==> config.mk <==
export PLATFORM = sky130hd
export DESIGN_NAME = axil_master_seq
export DESIGN_NICKNAME = d
export VERILOG_FILES = /design/src/rtl/axil_master_seq.sv
export SDC_FILE = /design/constraint.sdc
export NUM_CORES = 1
export LEC_CHECK = 0
export CAP_MARGIN = 20
export CORE_ASPECT_RATIO = 0.5
export CORE_MARGIN = 5
export CORE_UTILIZATION = 36
export CTS_CLUSTER_DIAMETER = 100
export DETAILED_ROUTE_END_ITERATION = 8
export PLACE_DENSITY = 0.78
export SYNTH_ARGS = -nofsm -noshare
export SYNTH_HDL_FRONTEND = slang
export SYNTH_SLANG_ARGS = --single-unit
==> constraint.sdc <==
create_clock -name m_axi_aclk -period 1.7 [get_ports m_axi_aclk]
set_input_delay 0.34 -clock m_axi_aclk [delete_from_list [all_inputs] [get_ports m_axi_aclk]]
set_output_delay 0.34 -clock m_axi_aclk [all_outputs]
set_load 0.1 [all_outputs]
==> src/rtl/axil_master_seq.sv <==
// AXI4-Lite master sequencer: writes TXN_NUM words from BASE_ADDR, reads them back and compares each one.
// Latency: a start edge raises awvalid/wvalid two edges later; each write costs 3 cycles, each read 2, DONE 1.
// Backpressure: every valid is held until its ready; an optional watchdog (AXIL_SEQ_TIMEOUT_EN) abandons a stalled handshake.
module axil_master_seq #(
  parameter int                ADDR_W      = 32,
  parameter int                DATA_W      = 32,
  parameter int                TXN_NUM     = 4,
  parameter logic [ADDR_W-1:0] BASE_ADDR   = ADDR_W'(32'h4000_0000),
  parameter logic [31:0]       DATA_SEED   = 32'hA5A5_0000,
  parameter int                TIMEOUT_CYC = 1024
) (
  input  logic                  m_axi_aclk,
  input  logic                  m_axi_aresetn,
  input  logic                  init_axi_txn,
  output logic [ADDR_W-1:0]     m_axi_awaddr,
  output logic [2:0]            m_axi_awprot,
  output logic                  m_axi_awvalid,
  input  logic                  m_axi_awready,
  output logic [DATA_W-1:0]     m_axi_wdata,
  output logic [DATA_W/8-1:0]   m_axi_wstrb,
  output logic                  m_axi_wvalid,
  input  logic                  m_axi_wready,
  input  logic [1:0]            m_axi_bresp,
  input  logic                  m_axi_bvalid,
  output logic                  m_axi_bready,
  output logic [ADDR_W-1:0]     m_axi_araddr,
  output logic [2:0]            m_axi_arprot,
  output logic                  m_axi_arvalid,
  input  logic                  m_axi_arready,
  input  logic [DATA_W-1:0]     m_axi_rdata,
  input  logic [1:0]            m_axi_rresp,
  input  logic                  m_axi_rvalid,
  output logic                  m_axi_rready,
  output logic                  busy,
  output logic                  txn_done,
  output logic                  error,
  output logic                  timeout
);

  typedef enum logic [2:0] {
    S_IDLE,
    S_WR_ADDR,
    S_WR_RESP,
    S_RD_ADDR,
    S_RD_DATA,
    S_DONE
  } state_t;

  localparam logic [ADDR_W-1:0] STRIDE   = ADDR_W'(DATA_W / 8);
  localparam logic [7:0]        LAST_IDX = 8'(TXN_NUM - 1);

  function automatic logic [ADDR_W-1:0] addr_of(input logic [7:0] idx);
    return BASE_ADDR + ADDR_W'(idx) * STRIDE;
  endfunction

  // The pattern is a 32-bit sum, zero-extended when the bus is 64 bits wide.
  function automatic logic [DATA_W-1:0] data_of(input logic [7:0] idx);
    logic [31:0] sum;
    sum = DATA_SEED + {24'd0, idx};
    return DATA_W'(sum);
  endfunction

  state_t              state_q, state_d;
  logic [7:0]          idx_q, idx_d;
  logic [7:0]          idx_nxt;
  logic                init_q;
  logic                start_q, start_d;
  logic                start;
  logic                awvalid_q, awvalid_d;
  logic                wvalid_q, wvalid_d;
  logic                aw_done_q, aw_done_d;
  logic                w_done_q, w_done_d;
  logic                bready_q, bready_d;
  logic                arvalid_q, arvalid_d;
  logic                rready_q, rready_d;
  logic                busy_q, busy_d;
  logic                done_q, done_d;
  logic                error_q, error_d;
  logic [ADDR_W-1:0]   awaddr_q, awaddr_d;
  logic [ADDR_W-1:0]   araddr_q, araddr_d;
  logic [DATA_W-1:0]   wdata_q, wdata_d;

  // Only bit 1 of a response (SLVERR/DECERR) marks a failure; the OKAY/EXOKAY bit is ignored.
  logic unused_resp;
  assign unused_resp = &{1'b0, m_axi_bresp[0], m_axi_rresp[0]};

`ifdef AXIL_SEQ_TIMEOUT_EN
  localparam int              WDT_W    = $clog2(TIMEOUT_CYC + 1);
  localparam logic [WDT_W-1:0] WDT_LAST = WDT_W'(TIMEOUT_CYC - 1);
  logic [WDT_W-1:0] wdt_q, wdt_d;
  logic             timeout_q, timeout_d;
  logic             wait_st;
  assign wait_st = (state_q == S_WR_ADDR) || (state_q == S_WR_RESP) ||
                   (state_q == S_RD_ADDR) || (state_q == S_RD_DATA);
`endif

  // Rising edge of the start request; init_q resets to 0 so a level held through reset still counts.
  assign start   = init_axi_txn & ~init_q;
  assign idx_nxt = idx_q + 8'd1;

  // Next-state and next-output computation for the whole sequencer.
  always_comb begin
    state_d   = state_q;
    idx_d     = idx_q;
    start_d   = 1'b0;
    awvalid_d = awvalid_q;
    wvalid_d  = wvalid_q;
    aw_done_d = aw_done_q;
    w_done_d  = w_done_q;
    bready_d  = bready_q;
    arvalid_d = arvalid_q;
    rready_d  = rready_q;
    busy_d    = busy_q;
    done_d    = 1'b0;
    error_d   = error_q;
    awaddr_d  = awaddr_q;
    araddr_d  = araddr_q;
    wdata_d   = wdata_q;

    case (state_q)
      S_IDLE: begin
        start_d = start & ~start_q;
        if (start_q) begin
          state_d   = S_WR_ADDR;
          idx_d     = 8'd0;
          error_d   = 1'b0;
          busy_d    = 1'b1;
          awvalid_d = 1'b1;
          wvalid_d  = 1'b1;
          aw_done_d = 1'b0;
          w_done_d  = 1'b0;
          awaddr_d  = addr_of(8'd0);
          wdata_d   = data_of(8'd0);
        end
      end
      S_WR_ADDR: begin
        if (awvalid_q && m_axi_awready) begin
          awvalid_d = 1'b0;
          aw_done_d = 1'b1;
        end
        if (wvalid_q && m_axi_wready) begin
          wvalid_d = 1'b0;
          w_done_d = 1'b1;
        end
        // Both channels have completed on earlier edges, in any order.
        if (aw_done_q && w_done_q) begin
          state_d  = S_WR_RESP;
          bready_d = 1'b1;
        end
      end
      S_WR_RESP: begin
        if (m_axi_bvalid) begin
          bready_d = 1'b0;
          if (m_axi_bresp[1]) error_d = 1'b1;
          if (idx_q == LAST_IDX) begin
            state_d   = S_RD_ADDR;
            idx_d     = 8'd0;
            arvalid_d = 1'b1;
            araddr_d  = addr_of(8'd0);
          end else begin
            state_d   = S_WR_ADDR;
            idx_d     = idx_nxt;
            awvalid_d = 1'b1;
            wvalid_d  = 1'b1;
            aw_done_d = 1'b0;
            w_done_d  = 1'b0;
            awaddr_d  = addr_of(idx_nxt);
            wdata_d   = data_of(idx_nxt);
          end
        end
      end
      S_RD_ADDR: begin
        if (m_axi_arready) begin
          arvalid_d = 1'b0;
          rready_d  = 1'b1;
          state_d   = S_RD_DATA;
        end
      end
      S_RD_DATA: begin
        if (m_axi_rvalid) begin
          rready_d = 1'b0;
          if (m_axi_rresp[1] || (m_axi_rdata != data_of(idx_q))) error_d = 1'b1;
          if (idx_q == LAST_IDX) begin
            state_d = S_DONE;
            done_d  = 1'b1;
          end else begin
            state_d   = S_RD_ADDR;
            idx_d     = idx_nxt;
            arvalid_d = 1'b1;
            araddr_d  = addr_of(idx_nxt);
          end
        end
      end
      S_DONE: begin
        state_d = S_IDLE;
        busy_d  = 1'b0;
      end
      default: begin
        state_d = S_IDLE;
      end
    endcase

`ifdef AXIL_SEQ_TIMEOUT_EN
    timeout_d = timeout_q;
    if (state_q == S_IDLE && start_q) timeout_d = 1'b0;
    wdt_d = '0;
    // Count cycles stuck in one wait state; leaving the state restarts the count.
    if (wait_st && (state_d == state_q)) begin
      if (wdt_q == WDT_LAST) begin
        timeout_d = 1'b1;
        error_d   = 1'b1;
        awvalid_d = 1'b0;
        wvalid_d  = 1'b0;
        bready_d  = 1'b0;
        arvalid_d = 1'b0;
        rready_d  = 1'b0;
        state_d   = S_DONE;
        done_d    = 1'b1;
      end else begin
        wdt_d = wdt_q + WDT_W'(1);
      end
    end
`endif
  end

  // State and registered outputs; asynchronous reset returns to IDLE with all handshakes idle.
  always_ff @(posedge m_axi_aclk or negedge m_axi_aresetn) begin
    if (!m_axi_aresetn) begin
      state_q   <= S_IDLE;
      idx_q     <= 8'd0;
      init_q    <= 1'b0;
      start_q   <= 1'b0;
      awvalid_q <= 1'b0;
      wvalid_q  <= 1'b0;
      aw_done_q <= 1'b0;
      w_done_q  <= 1'b0;
      bready_q  <= 1'b0;
      arvalid_q <= 1'b0;
      rready_q  <= 1'b0;
      busy_q    <= 1'b0;
      done_q    <= 1'b0;
      error_q   <= 1'b0;
      awaddr_q  <= '0;
      araddr_q  <= '0;
      wdata_q   <= '0;
`ifdef AXIL_SEQ_TIMEOUT_EN
      wdt_q     <= '0;
      timeout_q <= 1'b0;
`endif
    end else begin
      state_q   <= state_d;
      idx_q     <= idx_d;
      init_q    <= init_axi_txn;
      start_q   <= start_d;
      awvalid_q <= awvalid_d;
      wvalid_q  <= wvalid_d;
      aw_done_q <= aw_done_d;
      w_done_q  <= w_done_d;
      bready_q  <= bready_d;
      arvalid_q <= arvalid_d;
      rready_q  <= rready_d;
      busy_q    <= busy_d;
      done_q    <= done_d;
      error_q   <= error_d;
      awaddr_q  <= awaddr_d;
      araddr_q  <= araddr_d;
      wdata_q   <= wdata_d;
`ifdef AXIL_SEQ_TIMEOUT_EN
      wdt_q     <= wdt_d;
      timeout_q <= timeout_d;
`endif
    end
  end

  assign m_axi_awaddr  = awaddr_q;
  assign m_axi_awprot  = 3'b000;
  assign m_axi_awvalid = awvalid_q;
  assign m_axi_wdata   = wdata_q;
  assign m_axi_wstrb   = '1;
  assign m_axi_wvalid  = wvalid_q;
  assign m_axi_bready  = bready_q;
  assign m_axi_araddr  = araddr_q;
  assign m_axi_arprot  = 3'b000;
  assign m_axi_arvalid = arvalid_q;
  assign m_axi_rready  = rready_q;
  assign busy          = busy_q;
  assign txn_done      = done_q;
  assign error         = error_q;
`ifdef AXIL_SEQ_TIMEOUT_EN
  assign timeout       = timeout_q;
`else
  assign timeout       = 1'b0;
`endif

endmodule

### Word-level counts from Yosys, hierarchy flattened

Cells that the tools add are included.

* bitwise logic cells: 4
* equal/unequal tests: 19
* reductions and logical operators: 24
* add/sub/neg operators: 4
* multiplexer cells: 61

Operators with widths (count)
* 32-bit 2-to-1 mux: 9
* 32-bit case mux with 2 select lines: 3
* 32-bit by 8-bit adder with 32-bit output (first input constant): 2
* 8-bit 2-to-1 mux: 5
* 31-bit by 10-bit adder with 32-bit output (first input constant): 1
* 32-bit != test: 1
* 1-bit 2-to-1 mux: 26
* 5-bit AND reduction: 5
* 2-bit != test (second input constant): 12
* 8-bit case mux with 3 select lines: 1
* 3-bit 2-to-1 mux: 6
* 1-bit case mux with 3 select lines: 6
* 3-bit case mux with 5 select lines: 1
* 6-bit AND reduction: 2
* 2-bit nonzero test: 5
* 3-bit nonzero test: 3
* 8-bit by 1-bit adder with 8-bit output (second input constant): 1
* 8-bit by 2-bit equality test with 1-bit output (second input constant): 1
* 3-bit by 2-bit equality test with 1-bit output (second input constant): 2
* 3-bit equality test (second input constant): 2
* 1-bit case mux with 2 select lines: 3
* 3-bit AND reduction: 2
* 4-bit AND reduction: 1
* 3-bit by 1-bit equality test with 1-bit output (second input constant): 1
* other kinds (7): 11

* input port bits: 44
* flip-flop bits (word level): 119
* word-level logic and storage cells: 129
* output and inout bits: 115

### Logic depth before layout (Yosys ltp)

* depth in word-level cells: 6
* mapped depth: 7
* depth with buffers taken out: 5

### Least setup slack after synthesis

Ideal clock, no wire load.

* kind: reg2reg
* start: register idx_q[1]
* end: register wdata_q[0], in the netlist m_axi_wdata[0]
* arrival time: 1.785 ns
* stages on the path, launching flop included: 7
* buffers on the path: 1
* path slack: -0.211 ns
* cell sequence: dfrtp_1 -> ha_1 -> nor4b_4 -> nand4b_1 -> nand3_2 -> buf_6 -> mux2_2

* cells in the longest elaborated chain, start to end: 3

Ends and longest elaborated chain
* start: declaration: line 64 `logic [7:0] idx_q, idx_d;`
* start signal: assignment: line 252 `idx_q <= idx_d;`
* 8-bit by 2-bit equality test with 1-bit output: line 155 `if (idx_q == LAST_IDX) begin`
* 2-bit != test (no line)
* 4-bit AND reduction (no line)
* end signal: assignment: line 267 `wdata_q <= wdata_d;`
* end: declaration: line 81 `logic [DATA_W-1:0] wdata_q, wdata_d;`

Every way passes these cells.
A chain may end at the register's enable or synchronous reset.

### Worst setup path in the final report

* start: register idx_q[1]
* end: register state_q[1]

* cells in the longest elaborated chain, start to end: 4

Ends and longest elaborated chain
* 8-bit by 2-bit equality test with 1-bit output *: line 155, 183
* 3-bit 2-to-1 mux or 2-bit 2-to-1 mux (tied branches): line 183, 155
* 3-bit 2-to-1 mux (on tied branches): line 180, 152
* 3-bit case mux with 5 select lines *: line 120 `case (state_q)`
* end signal: assignment: line 251 `state_q <= state_d;`
* end: declaration: line 63 `state_t state_q, state_d;`

Every way passes the cells marked *; elsewhere a longest branch is shown, timed or not. The select of a mux whose other input is x is not followed.

==> impl_metrics.yaml <==
clock_tree:
  clockBufferDepth: 2
  clock-sinks: 41
  numCtsBuffers: 5
  clkLatencyLatePin_ns: 0.28
  cts_tree: "yes"
  clkSlewWorstSetupHoldPaths_ns: 0.06
  ctsHoldBuffers: 0
  h-tree-depth: 2
  cts_root_buffer: "clkbuf_16"
sta:
  setup_violations: 6
  fin_ws_ns: -0.03171
  max_freq_mhz: 577.5
  hold_violations: 0
  period_share_pct: 101.9
  fin_crit_ns: 1.732
  relSlewSlack_pct: 65.15
  worstMarginPinSlew_ns: 0.5228
  report.final.slew_viol_count: 0
  rsz0062_at_grt: "yes"
  fin_skew_ns: 0.002225
logic_synthesis:
  synthArstFlopShare_pct: 100.0
  synth_mux_area_share_pct: 4.257
  synth-simple-area-share_pct: 18.99
  synth_cells: 309
  synthAdderAreaFrac_pct: 0.4257
  synth_xor_area_share_pct: 3.278
  yosysWarnings: 0
  synth.avg_cell_area_sq_um: 9.512
  synth_cell_types: 57
  synthFlopType: "dfrtp_1"
  synth_top_family_by_area: "buffers and inverters"
  seq_area_frac_synth_pct: 34.91
  synth_area_sq_mm: 0.002939
  synth-seq-cells: 41
  synth-compound-area-share_pct: 11.66
  synth-edff-count: 0
setup_path:
  reg2reg_to: "state_q[1]$_DFFE_PN0P_"
  crit_start: "idx_q[1]$_DFFE_PN0P_"
  ff2ff_setup_slack_ns: -0.03
  cp_data_required_time_ns: 1.85
  worstPathArrival_ns: 1.89
  crit_path_end_kind: "flip-flop"
  path_class: "reg2reg"
  startpoint_type: "flip-flop"
  endpoint: "state_q[1]$_DFFE_PN0P_"
  cp_max_fo: 6
  reg2reg_depth: 7
  r2r-start: "idx_q[1]$_DFFE_PN0P_"
power_and_ir_drop:
  power.density_mw_per_mm2: 1290
  peakVddDrop_v: 0.0005779
  p_leak_nw: 2.005
  power_mw: 5.760
global_routing:
  grt_pass1_vias: 2353
  grt-ovfl-total: 0
  grt_use_total_pct: 14.51
  antenna_found_initial: 0
  grt_max_degree: 42
  grt_pass1_wl_um: 11640
layout:
  antenna_cells: 0
  nets: 453
  drive_gt1_share_pct: 31.30
  fin_util_pct: 56.00
  area_growth_pct: 51.89
placement:
  gp_congestion: 0.8324
  io_buffers: 83
  dp_hpwl_um: 5903
detailed_routing:
  dr.pass1.iters: 4
  dr_total_vias: 2407
  routedWlPerCell_um: 15.16
  drt-initial-drc-count: 147
  via_per_inst: 4.620
  ant_nets: 0
  drc: 0
  wirelength_um: 7896
job:
  drv_cap: 0
outcome:
  violations: "negative setup slack"
  status: "finished with violations"
die:
  dieHeight_um: 73.89
  start_util_pct: 36.87
  die_area_sq_mm: 0.01018
  core_area_sq_mm: 0.007971
  ios: 159
  die_w_um: 137.8
  std_cell_rows: 23
hold_path:
  hold_class: "in2async"
-- cells in the mapped netlist, drive strengths merged (2+ instances only) --
| library cell | n | area, sq um |
|---|---|---|
| nor4b | 2 | 32.53 |
| conb | 2 | 7.510 |
| a32o | 2 | 20.02 |
| xor2 | 2 | 17.52 |
| mux2i | 2 | 20.02 |
| a31o | 2 | 17.52 |
| a31oi | 4 | 25.02 |
| and3 | 4 | 27.52 |
| a21oi | 9 | 45.04 |
| nand2 | 14 | 55.06 |
| nand4 | 5 | 31.28 |
| nand3b | 2 | 15.01 |
| nand4bb | 2 | 22.52 |
| nand3 | 16 | 97.60 |
| o21ai | 15 | 75.07 |
| and2 | 4 | 27.53 |
| nor2 | 13 | 48.80 |
| a21o | 3 | 23.77 |
| nor4 | 3 | 18.77 |
| o31ai | 6 | 75.07 |
| dfrtp | 41 | 1026 |
| a41o | 2 | 20.02 |
| nor2b | 2 | 12.51 |
| xnor2 | 9 | 78.83 |
| buf | 96 | 728.2 |
| clkbuf | 5 | 20.01 |
| nor4bb | 3 | 30.03 |
| nand2b | 5 | 31.28 |
| inv | 6 | 22.52 |
| nor3b | 2 | 15.01 |
| or3 | 3 | 18.77 |
| mux2 | 9 | 105.1 |
-- state kept, by name, summed over array words and instances (netlist names), 3 cells and up --
name and cells:
idx_q 8, m_axi_wdata 9, m_axi_araddr 9, state_q 3
-- cell type report --
class                           instances  area, sq um
Clock inverter                          1        30.03
Sequential cell                        41         1031
Multi-Input combinational cell        232         1540
Fill cell                             625         3507
Inverter                                6        22.52
Clock buffer                            7        142.6
Timing Repair Buffer                  122         1558
Tap cell                              112        140.1
-- stage by stage --
stage                     worst slack, ns  cell area [sq um]  TNS [ns]  std cells  hold WS [ns]
after global placement            -0.1394               4136    -2.851        510        0.4334
after global routing              -0.1247               4464    -1.917        521        0.1867
after floorplan                  -0.08957               3228   -0.3583        380       0.04441
after CTS                        -0.02006               4350  -0.08997        520        0.1384
after detailed placement          -0.1840               4136    -4.280        510        0.4355
final                            -0.03171               4464   -0.1065        521        0.1251
-- layer usage --
metal / global-route usage (%) / wire length [um] / vias up
met4: 3.286 / 78 / 0
met1: 17.42 / 2893 / 1168
li1: - / - / 1113
met2: 26.46 / 4239 / 114
met3: 3.625 / 684 / 12
met5: 0 / 0 / -
-- how the worst min path moves through the flow --
stage | from | end | slack [ns] | depth (start not counted)
floorplan | m_axi_aresetn | aw_done_q$_DFFE_PN0P_ | 0.04 | 0
global placement | m_axi_aresetn | m_axi_awvalid$_DFFE_PN0P_ | 0.43 | 2
detailed placement | m_axi_aresetn | m_axi_awvalid$_DFFE_PN0P_ | 0.44 | 2
CTS | m_axi_aresetn | m_axi_awvalid$_DFFE_PN0P_ | 0.14 | 2
global route | m_axi_aresetn | m_axi_awvalid$_DFFE_PN0P_ | 0.19 | 2
finish | m_axi_aresetn | m_axi_awvalid$_DFFE_PN0P_ | 0.13 | 2
-- timing repair --
item,4_1_cts,5_1_grt
gates resized for setup,7,24
buffers inserted,2,2
endpoints found under the setup margin,14,33
pin swaps,1,10
-- worst max-delay path, cell delays in order, from the launching register on --
cell,delay [ns]
dfrtp_2,0.43
ha_4,0.17
nor4b_4,0.13
buf_4,0.15
buf_6,0.12
nand3_4,0.11
o21ai_0,0.11
or3b_1,0.38
-- kinds of logic (layout without fill, tap and decap cells) --
group                      count (synthesis)  after routing
xor gates and xnor gates                  11             11
buffers and inverters                    107            136
DFF                                       41             41
muxes                                     11             11
other                                      2             73
AOI/OAI and AO/OA                         48             48
adders and majority gates                  1              1
and+or+nand+nor                           88             88
-- power by group --
| part | leakage (nW) | internal (mW) | switching [mW] |
|---|---|---|---|
| Clock | 0.0841 | 0.733 | 0.362 |
| Sequential | 0.529 | 1.14 | 0.251 |
| Combinational | 1.39 | 1.11 | 2.16 |
-- layout by cell type (no fill, tap or decap), drive strengths merged, types with 5 or more instances in the layout --
cell type	netlist	routed
buf	96	82
conb	2	73
dfrtp	41	41
clkdlybuf4s50	0	40
nand3	16	16
o21ai	15	15
nand2	14	14
nor2	13	13
a21oi	9	9
xnor2	9	9
mux2	9	9
clkbuf	5	7
inv	6	6
o31ai	6	6
nand4	5	5
nand2b	5	5
Power figures use the tool's default switching activity.
